### src/rtl/interrupt_sequencer.sv
// Timer-interrupt entry/exit sequencer: stalls the core, snapshots the return PC,
// vectors to the ISR, then stalls again and hands the saved PC back on return.
module interrupt_sequencer #(
  parameter int                      ADDRESS_BITS = 32,
  parameter logic [ADDRESS_BITS-1:0] ISR_PC       = 'h100,
  parameter int                      STALL_CYCLES = 2
) (
  input  logic                    clock,
  input  logic                    reset,
  input  logic                    irq,
  input  logic                    irq_enable,
  input  logic [ADDRESS_BITS-1:0] current_PC,
  input  logic                    handler_return,
  output logic                    interrupt_stall,
  output logic                    interrupt_jump,
  output logic                    interrupt_execute,
  output logic                    interrupt_done,
  output logic [ADDRESS_BITS-1:0] saved_PC,
  output logic [ADDRESS_BITS-1:0] vector_PC,
  output logic                    irq_ack,
  output logic                    busy
);

  typedef enum logic [2:0] {
    IDLE,
    ENTER_STALL,
    JUMP,
    SERVICE,
    EXIT_STALL,
    RETURN
  } state_t;

  localparam logic [7:0] STALL_INIT = 8'(STALL_CYCLES - 1);

  state_t     state;
  logic [7:0] stall_count;
  logic       irq_q;
  logic       pending;
  logic       irq_edge;

  assign irq_edge  = irq & ~irq_q;
  assign vector_PC = ISR_PC;

  // Outputs are assigned alongside the state they belong to, so they are
  // registered and line up exactly with the state they decode.
  always_ff @(posedge clock or posedge reset) begin
    if (reset) begin
      state             <= IDLE;
      stall_count       <= 8'd0;
      irq_q             <= 1'b0;
      pending           <= 1'b0;
      saved_PC          <= '0;
      interrupt_stall   <= 1'b0;
      interrupt_jump    <= 1'b0;
      interrupt_execute <= 1'b0;
      interrupt_done    <= 1'b0;
      irq_ack           <= 1'b0;
      busy              <= 1'b0;
    end else begin
      irq_q          <= irq;
      // A fresh edge in the ack cycle must survive the clear.
      pending        <= irq_edge | (pending & ~irq_ack);
      interrupt_jump <= 1'b0;
      irq_ack        <= 1'b0;
      interrupt_done <= 1'b0;

      case (state)
        IDLE: begin
          if (pending && irq_enable) begin
            state           <= ENTER_STALL;
            stall_count     <= STALL_INIT;
            interrupt_stall <= 1'b1;
            busy            <= 1'b1;
          end
        end
        ENTER_STALL: begin
          if (stall_count != 8'd0) begin
            stall_count <= stall_count - 8'd1;
          end else begin
            saved_PC          <= current_PC;
            state             <= JUMP;
            interrupt_jump    <= 1'b1;
            irq_ack           <= 1'b1;
            interrupt_execute <= 1'b1;
          end
        end
        JUMP: begin
          state           <= SERVICE;
          interrupt_stall <= 1'b0;
        end
        SERVICE: begin
          if (handler_return) begin
            state           <= EXIT_STALL;
            stall_count     <= STALL_INIT;
            interrupt_stall <= 1'b1;
          end
        end
        EXIT_STALL: begin
          if (stall_count != 8'd0) begin
            stall_count <= stall_count - 8'd1;
          end else begin
            state             <= RETURN;
            interrupt_done    <= 1'b1;
            interrupt_execute <= 1'b0;
          end
        end
        RETURN: begin
          state           <= IDLE;
          interrupt_stall <= 1'b0;
          busy            <= 1'b0;
        end
        default: begin
          state             <= IDLE;
          interrupt_stall   <= 1'b0;
          interrupt_execute <= 1'b0;
          busy              <= 1'b0;
        end
      endcase
    end
  end

endmodule

### config.mk
export PLATFORM = sky130hd
export DESIGN_NAME = interrupt_sequencer
export DESIGN_NICKNAME = d
export VERILOG_FILES = /design/src/rtl/interrupt_sequencer.sv
export SDC_FILE = /design/constraint.sdc
export NUM_CORES = 1
export LEC_CHECK = 0
export ABC_AREA = 0
export CAP_MARGIN = 25
export CORE_ASPECT_RATIO = 0.6
export CORE_MARGIN = 3
export CORE_UTILIZATION = 35
export DETAILED_ROUTE_END_ITERATION = 8
export HOLD_SLACK_MARGIN = 0.1
export MAX_ROUTING_LAYER = met4
export PLACE_DENSITY = 0.69
export SKIP_CTS_REPAIR_TIMING = 1
export SLEW_MARGIN = 20
export SYNTH_ARGS = -nofsm -noshare
export SYNTH_HDL_FRONTEND = slang
export SYNTH_SLANG_ARGS = --single-unit
### constraint.sdc
create_clock -name clock -period 4.6 [get_ports clock]
set_input_delay 0.69 -clock clock [delete_from_list [all_inputs] [get_ports clock]]
set_output_delay 0.69 -clock clock [all_outputs]
set_load 0.03 [all_outputs]
; ---- Yosys cells after proc, flatten, opt, wreduce, memory -nomap -nowiden
; Index checks and enable logic that the tools add are counted.
[totals]
ff_bits = 50
input_bits = 37
[classes]
addsub = 1
n_eq_ne = 10
muxes = 19
bitwise = 9
n_reduce_logical = 13
[op_table]
columns = op, count
row1 = 8-bit two-way mux, 3
row2 = 8-bit case mux with 3 select lines, 1
row3 = 3-bit case mux with 5 select lines, 1
row4 = 3-bit two-way mux, 4
row5 = 2-bit inequality test (second input constant), 4
row6 = 4-bit AND reduction, 2
row7 = 8-bit nonzero test, 1
row8 = 4-bit OR reduction, 2
row9 = 8-bit by 1-bit subtractor with 8-bit output (second input constant), 1
row10 = 1-bit two-way mux, 7
row11 = 3-bit by 2-bit == test with 1-bit output (second input constant), 2
row12 = 3-bit == test (second input constant), 2
row13 = 1-bit inverter, 6
row14 = 1-bit case mux with 3 select lines, 2
row15 = 3-bit AND reduction, 2
row16 = 2-bit AND reduction, 2
row17 = 3-bit by 1-bit == test with 1-bit output (second input constant), 1
row18 = 3-bit logical NOT, 1
row19 = 3-bit nonzero test, 1
row20 = 1-bit AND, 2
row21 = 2-bit by 1-bit inequality test with 1-bit output (second input constant), 1
row22 = 1-bit case mux with 2 select lines, 1
row23 = 2-bit OR reduction, 1
row24 = 1-bit logical AND, 1
row25 = 1-bit OR, 1

; ---- Depth between registers and ports, before layout
; Gate-level depths: netlist of run 1.
[depth]
depth_word = 4
mapped_depth = 8

; ---- Least setup slack after synthesis of run 1
; Ideal clock, no wire load.
[synth_timing]
path_type = reg2reg
from = register stall_count[0]
to = register saved_PC[12]
setup_time_ns = 0.125
arrival_ns = 2.208
t_required_ns = 4.475
slack_ns = 2.267
stages_incl_launch_ff = 9
path_buffers = 2
synth_period_minus_slack_ns = 2.333
path_cell_list = dfrtp_1 -> inv_1 -> ha_1 -> or3b_2 -> clkbuf_1 -> or2_4 -> nor3_4 -> buf_6 -> mux2_2
[synth_between]
elab_chain_len = 3
[synth_lines]
columns = element, line
row1 = "start, declared", 36  ; logic [7:0] stall_count;
row2 = "start signal, assigned", 78  ; stall_count <= stall_count - 8'd1;
row3 = "start signal, assigned", 100  ; stall_count <= stall_count - 8'd1;
row4 = 8-bit nonzero test, 77  ; if (stall_count != 8'd0) begin
row5 = 1-bit inverter (no source line), n/a
row6 = 2-bit AND reduction (no source line), n/a
row7 = "end signal, assigned", 80  ; saved_PC <= current_PC;
row8 = "end, declared", 18  ; output logic [ADDRESS_BITS-1:0] saved_PC,
; Every way passes these cells.
; A chain may end at the register's enable or synchronous reset.

; ---- Worst setup path after layout of run 1
[layout_timing]
from = register stall_count[0]
to = register saved_PC[28]
; Same word-level chain as after synthesis.

==> flow_summary.json, run 1 <==
{
  "outcome": "complete, no violations",
  "clkLatencyLatePin_ns": 0.29,
  "finalWorstPathRequiredPeriod_ns": 2.536,
  "crit_path_cell_trace": "inv_1 > ha_1 > or3b_2 > or2_4 > nor3_4 > buf_4 > mux2_2",
  "clock.fmax_ghz": 0.3943,
  "ff2ff_path_depth": 7,
  "cell_area_synth_sq_mm": 0.002411,
  "timing.rr.start": "stall_count[0]$_DFFE_PP0P_",
  "finalCritPeriodShare": 0.5514,
  "numCtsBuffers": 5,
  "antenna_left": 0,
  "tritoncts": "done",
  "gp_congestion": 0.8527,
  "arrival_ns": 2.70,
  "reg2reg_setup_slack_ns": 2.06,
  "cellPowerDensity_mw_per_mm2": 738.0,
  "cp_max_fo": 32,
  "place_hpwl_um": 3939,
  "start_util": 0.3775,
  "area_overhead_of_the_layout_relative_to_synthesis_pct": 33.94,
  "chipWidth_um": 113.2,
  "core_sq_mm": 0.006386,
  "route.vias.total": 1651,
  "post_synth_inst_count": 206,
  "flip_flop_count_of_the_largest_register_all_copies_and_words_added": 32,
  "worst_setup_path_end_kind": "register",
  "floorplan.die_area_sq_mm": 0.007953,
  "synth.avg_cell_area_sq_um": 11.70,
  "first_iter_violations": 43,
  "final_nets": 316,
  "timing.final.max_slew_violations": 0,
  "worstMarginPinSlew_ns": 0.7050,
  "min-delay-path-class": "register to register",
  "antenna_cells": 0,
  "wl_um": 5145,
  "ys_ff_latch": 50,
  "yosys_most_used_dff": "dfrtp_1",
  "critical_path.reg2reg.endpoint": "saved_PC[28]$_DFFE_PP0P_",
  "maxCapViolCount": 0,
  "synth_enable_flop_cells": 0,
  "vias_in_the_first_global_route": 1517,
  "drt-vias-per-instance": 4.573,
  "synthesis.yosys.warnings": 0,
  "groute.usage.overall": 0.1330,
  "ios": 107,
  "floorplan.die.height_um": 70.29,
  "maximum_number_of_pins_on_one_net_before_global_route_repair": 33,
  "slew_headroom": 0.5261,
  "crit_buf_inv": 2,
  "clock-root-buffer": "clkbuf_16",
  "placed_cells": 354,
  "worst_path_largest_cell_delay_ns": 0.52,
  "max-clock-path-buffers": 2,
  "grt_pass1_wl_um": 8079,
  "worst_setup_path_start_kind": "register",
  "static_leak_nw": 1.394,
  "htree_num_levels": 2,
  "finalSetupTns_ns": 0,
  "async_reset_ff_frac": 1.000,
  "cpLargestDelayFamily": "simple AND/OR/NAND/NOR gates",
  "num_rows": 22,
  "gr-total-overflow": 0,
  "cts_sinks": 50,
  "count_of_endpoints_failing_hold_in_the_final_timing_report": 0,
  "antenna_found_initial": 0,
  "cp_data_required_time_ns": 4.77,
  "fraction_of_layout_cells_with_a_size_suffix_above_1": 0.1733,
  "wl_per_cell_um": 14.25,
  "io_buffers": 74,
  "seq_area_frac_synth": 0.5189,
  "report.final.setup_viol": 0,
  "setup.worst_path.class": "register to register",
  "finClkSkew_ns": 0.003943,
  "post_layout_nonfiller_instances": 361,
  "worst_path_max_delay_cell": "or3b_2",
  "cp_launch_point": "stall_count[0]$_DFFE_PP0P_",
  "ys_types": 36,
  "cts.clk_slew.worst_paths_ns": 0.06,
  "detail_route.drc_violations": 0,
  "unrepaired_setup_endpoints_after_global_routing": "false",
  "worst_setup_path_endpoint": "saved_PC[28]$_DFFE_PP0P_",
  "top_register": "saved_PC",
  "worst-path-stages": 7,
  "largest_registers": "saved_PC (32), stall_count (8), state (3)",
  "ir_worst_vdd_uv": 362.8,
  "first_pass_iteration_count_of_the_detailed_router": 5
}
per-layer routing:
| layer | global-route usage | up-vias | part of all wire |
|---|---|---|---|
| met5 | - | - | 0 |
| li1 | - | 795 | - |
| met2 | 0.1719 | 67 | 0.41 |
| met4 | 0.04400 | 0 | 0.011 |
| met1 | 0.1938 | 784 | 0.51 |
| met3 | 0.04242 | 5 | 0.072 |
where the power goes:
part / switching, mW / internal (mW)
combinational: 0.693 / 0.565
clock: 0.155 / 0.199
sequential: 0.134 / 0.638
layout by cell type (no fill, tap or decap), types with 2 or more instances in the layout:
master            n
nor2_1            7
mux2_2           31
nand2_1           8
o21ai_0           8
or3_1             3
dfrtp_1          50
or4_1             4
inv_1             8
or2_2             2
nor3_1            4
o31ai_1           5
ha_1              2
clkdlybuf4s50_1  74
clkbuf_16         5
a21oi_1           6
o22ai_1           4
conb_1           32
a211oi_1          2
nand2b_1          2
or3b_2            2
area by class of cell:
class	instances	area [sq um]
Timing Repair Buffer	76	768.2
Sequential cell	50	1251
Clock inverter	2	13.76
Clock buffer	5	125.1
Inverter	9	33.78
Multi-Input combinational cell	135	932.1
Tap cell	84	105.1
Fill cell	584	3157
how the worst min path moves through the flow:
stage                    startpoint                end  slack, ns  cells past startpoint
floorplan           irq_q$_DFF_PP0_  pending$_DFF_PP0_       0.41                      1
global route        irq_q$_DFF_PP0_  pending$_DFF_PP0_       0.45                      1
finish              irq_q$_DFF_PP0_  pending$_DFF_PP0_       0.43                      1
detailed placement  irq_q$_DFF_PP0_  pending$_DFF_PP0_       0.42                      1
global placement    irq_q$_DFF_PP0_  pending$_DFF_PP0_       0.41                      1
CTS                 irq_q$_DFF_PP0_  pending$_DFF_PP0_       0.43                      1
stage by stage:
| stage | utilization | hold WS (ns) | setup slack, ns | area [sq um] | total power [mW] |
|---|---|---|---|---|---|
| 2_1_floorplan | - | 0.4094 | 2.267 | 2524 | 1.615 |
| 3_3_place_gp | 0.4808 | 0.4099 | 2.113 | 3070 | 2.014 |
| 3_5_place_dp | 0.4839 | 0.4235 | 2.075 | 3090 | 2.044 |
| 4_1_cts | 0.5057 | 0.4317 | 2.068 | 3229 | 2.408 |
| 5_1_grt | 0.5057 | 0.4496 | 1.957 | 3229 | 2.529 |
| 6_report | 0.5057 | 0.4294 | 2.064 | 3229 | 2.383 |
cells by family after synthesis:
logic type / synth area share
AOI/OAI and AO/OA: 0.08096
xor gates and xnor gates: 0.003633
muxes: 0.1536
DFF: 0.5189
other: 0.003115
buffers and inverters: 0.1411
and+or+nand+nor: 0.08823
adders and majority gates: 0.01038
Yosys cell counts, types with 4 or more instances:
cell type | instances | area [sq um]
o22ai_1 | 4 | 25.02
o31ai_1 | 5 | 37.54
a21oi_1 | 6 | 30.03
dfrtp_1 | 50 | 1251
nor3_1 | 4 | 20.02
inv_1 | 9 | 33.78
nor2_1 | 7 | 26.28
nand2_1 | 8 | 30.03
o21ai_0 | 8 | 40.04
or4_1 | 4 | 30.03
mux2_2 | 31 | 349.1
buf_4 | 33 | 247.7
(Power assumes the default switching activity.)
==> run 2, diff against run 1 <==
Clock period 4.6 ns to 2.6 ns, I/O delays scaled along.
==> run 2 against run 1 <==
Sequential power grew 76%; via count shrank 1.3%; critical path depth is the same; non-clock buffer count grew 1; utilization grew 0.86 points.
==> flow_summary.json, run 2 (same netlist as run 1, synthesis figures left out) <==
{
  "fraction_of_layout_cells_with_a_size_suffix_above_1": 0.1792,
  "unrepaired_setup_endpoints_after_global_routing": "false",
  "flip_flop_count_of_the_largest_register_all_copies_and_words_added": 32,
  "finalWorstPathRequiredPeriod_ns": 2.403,
  "finClkSkew_ns": 0.006236,
  "cp_data_required_time_ns": 2.77,
  "top_register": "saved_PC",
  "vias_in_the_first_global_route": 1546,
  "outcome": "complete, no violations",
  "antenna_left": 0,
  "slew_headroom": 0.6374,
  "first_pass_iteration_count_of_the_detailed_router": 4,
  "grt_pass1_wl_um": 8100,
  "place_hpwl_um": 3817,
  "wl_um": 5121,
  "worst_setup_path_start_kind": "register",
  "multi_input_area_sq_um": 932.1,
  "final_area_sq_mm": 0.003284,
  "wl_per_cell_um": 14.11,
  "core_sq_mm": 0.006386,
  "crit_path_cell_trace": "inv_1 > ha_1 > or3b_2 > or2_4 > nor3_4 > buf_12 > mux2_2",
  "ios": 107,
  "clock.fmax_ghz": 0.4161,
  "timing.final.ws_setup_ns": 0.1969,
  "setup.worst_path.class": "register to register",
  "route.vias.total": 1630,
  "floorplan.die.height_um": 70.29,
  "worst_setup_path_end_kind": "register",
  "numCtsBuffers": 5,
  "dpl_cell_area_sq_mm": 0.003110,
  "seqCellArea_sq_mm": 0.001251,
  "antenna_found_initial": 0,
  "worst_path_max_delay_cell": "or3b_2",
  "floorplan.die_area_sq_mm": 0.007953,
  "htree_num_levels": 2,
  "cts.clk_slew.worst_paths_ns": 0.07,
  "cp_max_fo": 32,
  "internal_power_mw": 2.603,
  "arrival_ns": 2.58,
  "place_ws_ns": 0.2252,
  "static_leak_nw": 1.414,
  "gp_congestion": 0.8048,
  "maximum_number_of_pins_on_one_net_before_global_route_repair": 33,
  "report.final.setup_viol": 0,
  "gr-total-overflow": 0,
  "design_power_total_mw": 4.356,
  "cts_sinks": 50,
  "final_nets": 317,
  "io_buffers": 74,
  "max-clock-path-buffers": 2,
  "fillCellCount": 579,
  "final_cell_mix": "74 x clkdlybuf4s50_1, 50 x dfrtp_1, 32 x conb_1, 31 x mux2_2",
  "ir_worst_vdd_uv": 623.5,
  "area_overhead_of_the_layout_relative_to_synthesis_pct": 36.22,
  "drt-vias-per-instance": 4.490,
  "mostFrequentLayoutCell": "clkdlybuf4s50_1",
  "clkPwrFrac": 0.173,
  "power.share.switching": 0.4025,
  "cellPowerDensity_mw_per_mm2": 1326,
  "min-delay-path-class": "register to register",
  "first_iter_violations": 96,
  "finalSetupTns_ns": 0,
  "finalCritPeriodShare": 0.9243,
  "clkLatencyLatePin_ns": 0.29,
  "comb_power_share": 0.515,
  "worstMarginPinSlew_ns": 0.5432,
  "count_of_endpoints_failing_hold_in_the_final_timing_report": 0,
  "maxCapViolCount": 0,
  "timing.final.max_slew_violations": 0,
  "chipWidth_um": 113.2,
  "sequential_power_share": 0.312,
  "power_switching_mw": 1.753,
  "worst_path_largest_cell_delay_ns": 0.53,
  "start_util": 0.3775,
  "groute.usage.overall": 0.1333,
  "num_rows": 22,
  "antenna_cells": 0,
  "detail_route.drc_violations": 0,
  "clock-root-buffer": "clkbuf_16",
  "largest_registers": "saved_PC (32), stall_count (8), state (3)",
  "tritoncts": "done"
}
[run 2: path summary, 6_finish.rpt]
kind	slack, ns	end	depth (start not counted)	start
setup / recovery	0.20	saved_PC[29]$_DFFE_PP0P_	7	stall_count[0]$_DFFE_PP0P_
max in group asynchronous	1.59	pending$_DFF_PP0_	3	reset
hold / removal	0.43	pending$_DFF_PP0_	1	irq_q$_DFF_PP0_
min in group asynchronous	0.47	saved_PC[28]$_DFFE_PP0P_	2	reset
setup reg to reg	0.20	saved_PC[29]$_DFFE_PP0P_	7	stall_count[0]$_DFFE_PP0P_
hold reg to reg	0.43	pending$_DFF_PP0_	1	irq_q$_DFF_PP0_
[run 2: power by group through the flow]
stage          Sequential (mW)  Combinational, mW  Clock [mW]
2_1_floorplan             1.86              0.996           0
3_3_place_gp              1.37               2.22           0
3_5_place_dp              1.37               2.25           0
4_1_cts                   1.36               2.26       0.785
5_1_grt                   1.41               2.40       0.814
6_report                  1.36               2.24       0.754
[run 2: final cells by class]
cell class / instances / share of cell area
sequential: 50 / 0.3810
multi-input combinational: 135 / 0.2838
timing repair buffer: 77 / 0.2400
clock buffer: 5 / 0.03810
tap: 84 / 0.03200
clock inverter: 3 / 0.01486
inverter: 9 / 0.01029
[run 2: worst max-delay path: cells and delay by family, from the launching register on]
kind | cells | cell delay (ns)
adder cells (fa/ha/maj) | 1 | 0.14
buffers and inverters | 2 | 0.33
AND/OR/NAND/NOR | 3 | 1.03
flip-flops | 1 | 0.42
multiplexers | 1 | 0.36
[run 2: layer usage]
layer / GRT usage / wire length [um]
met3: 0.03983 / 344
met1: 0.1890 / 2564
met4: 0.05200 / 83
met2: 0.1765 / 2128
met5: - / 0
[run 2: through the flow]
| step | utilization | hold slack [ns] | instances |
|---|---|---|---|
| 2_1_floorplan | - | 0.4094 | 236 |
| 3_3_place_gp | 0.4871 | 0.4102 | 355 |
| 3_5_place_dp | 0.4871 | 0.4205 | 355 |
| 4_1_cts | 0.5143 | 0.4300 | 363 |
| 5_1_grt | 0.5143 | 0.4640 | 363 |
| 6_report | 0.5143 | 0.4299 | 363 |
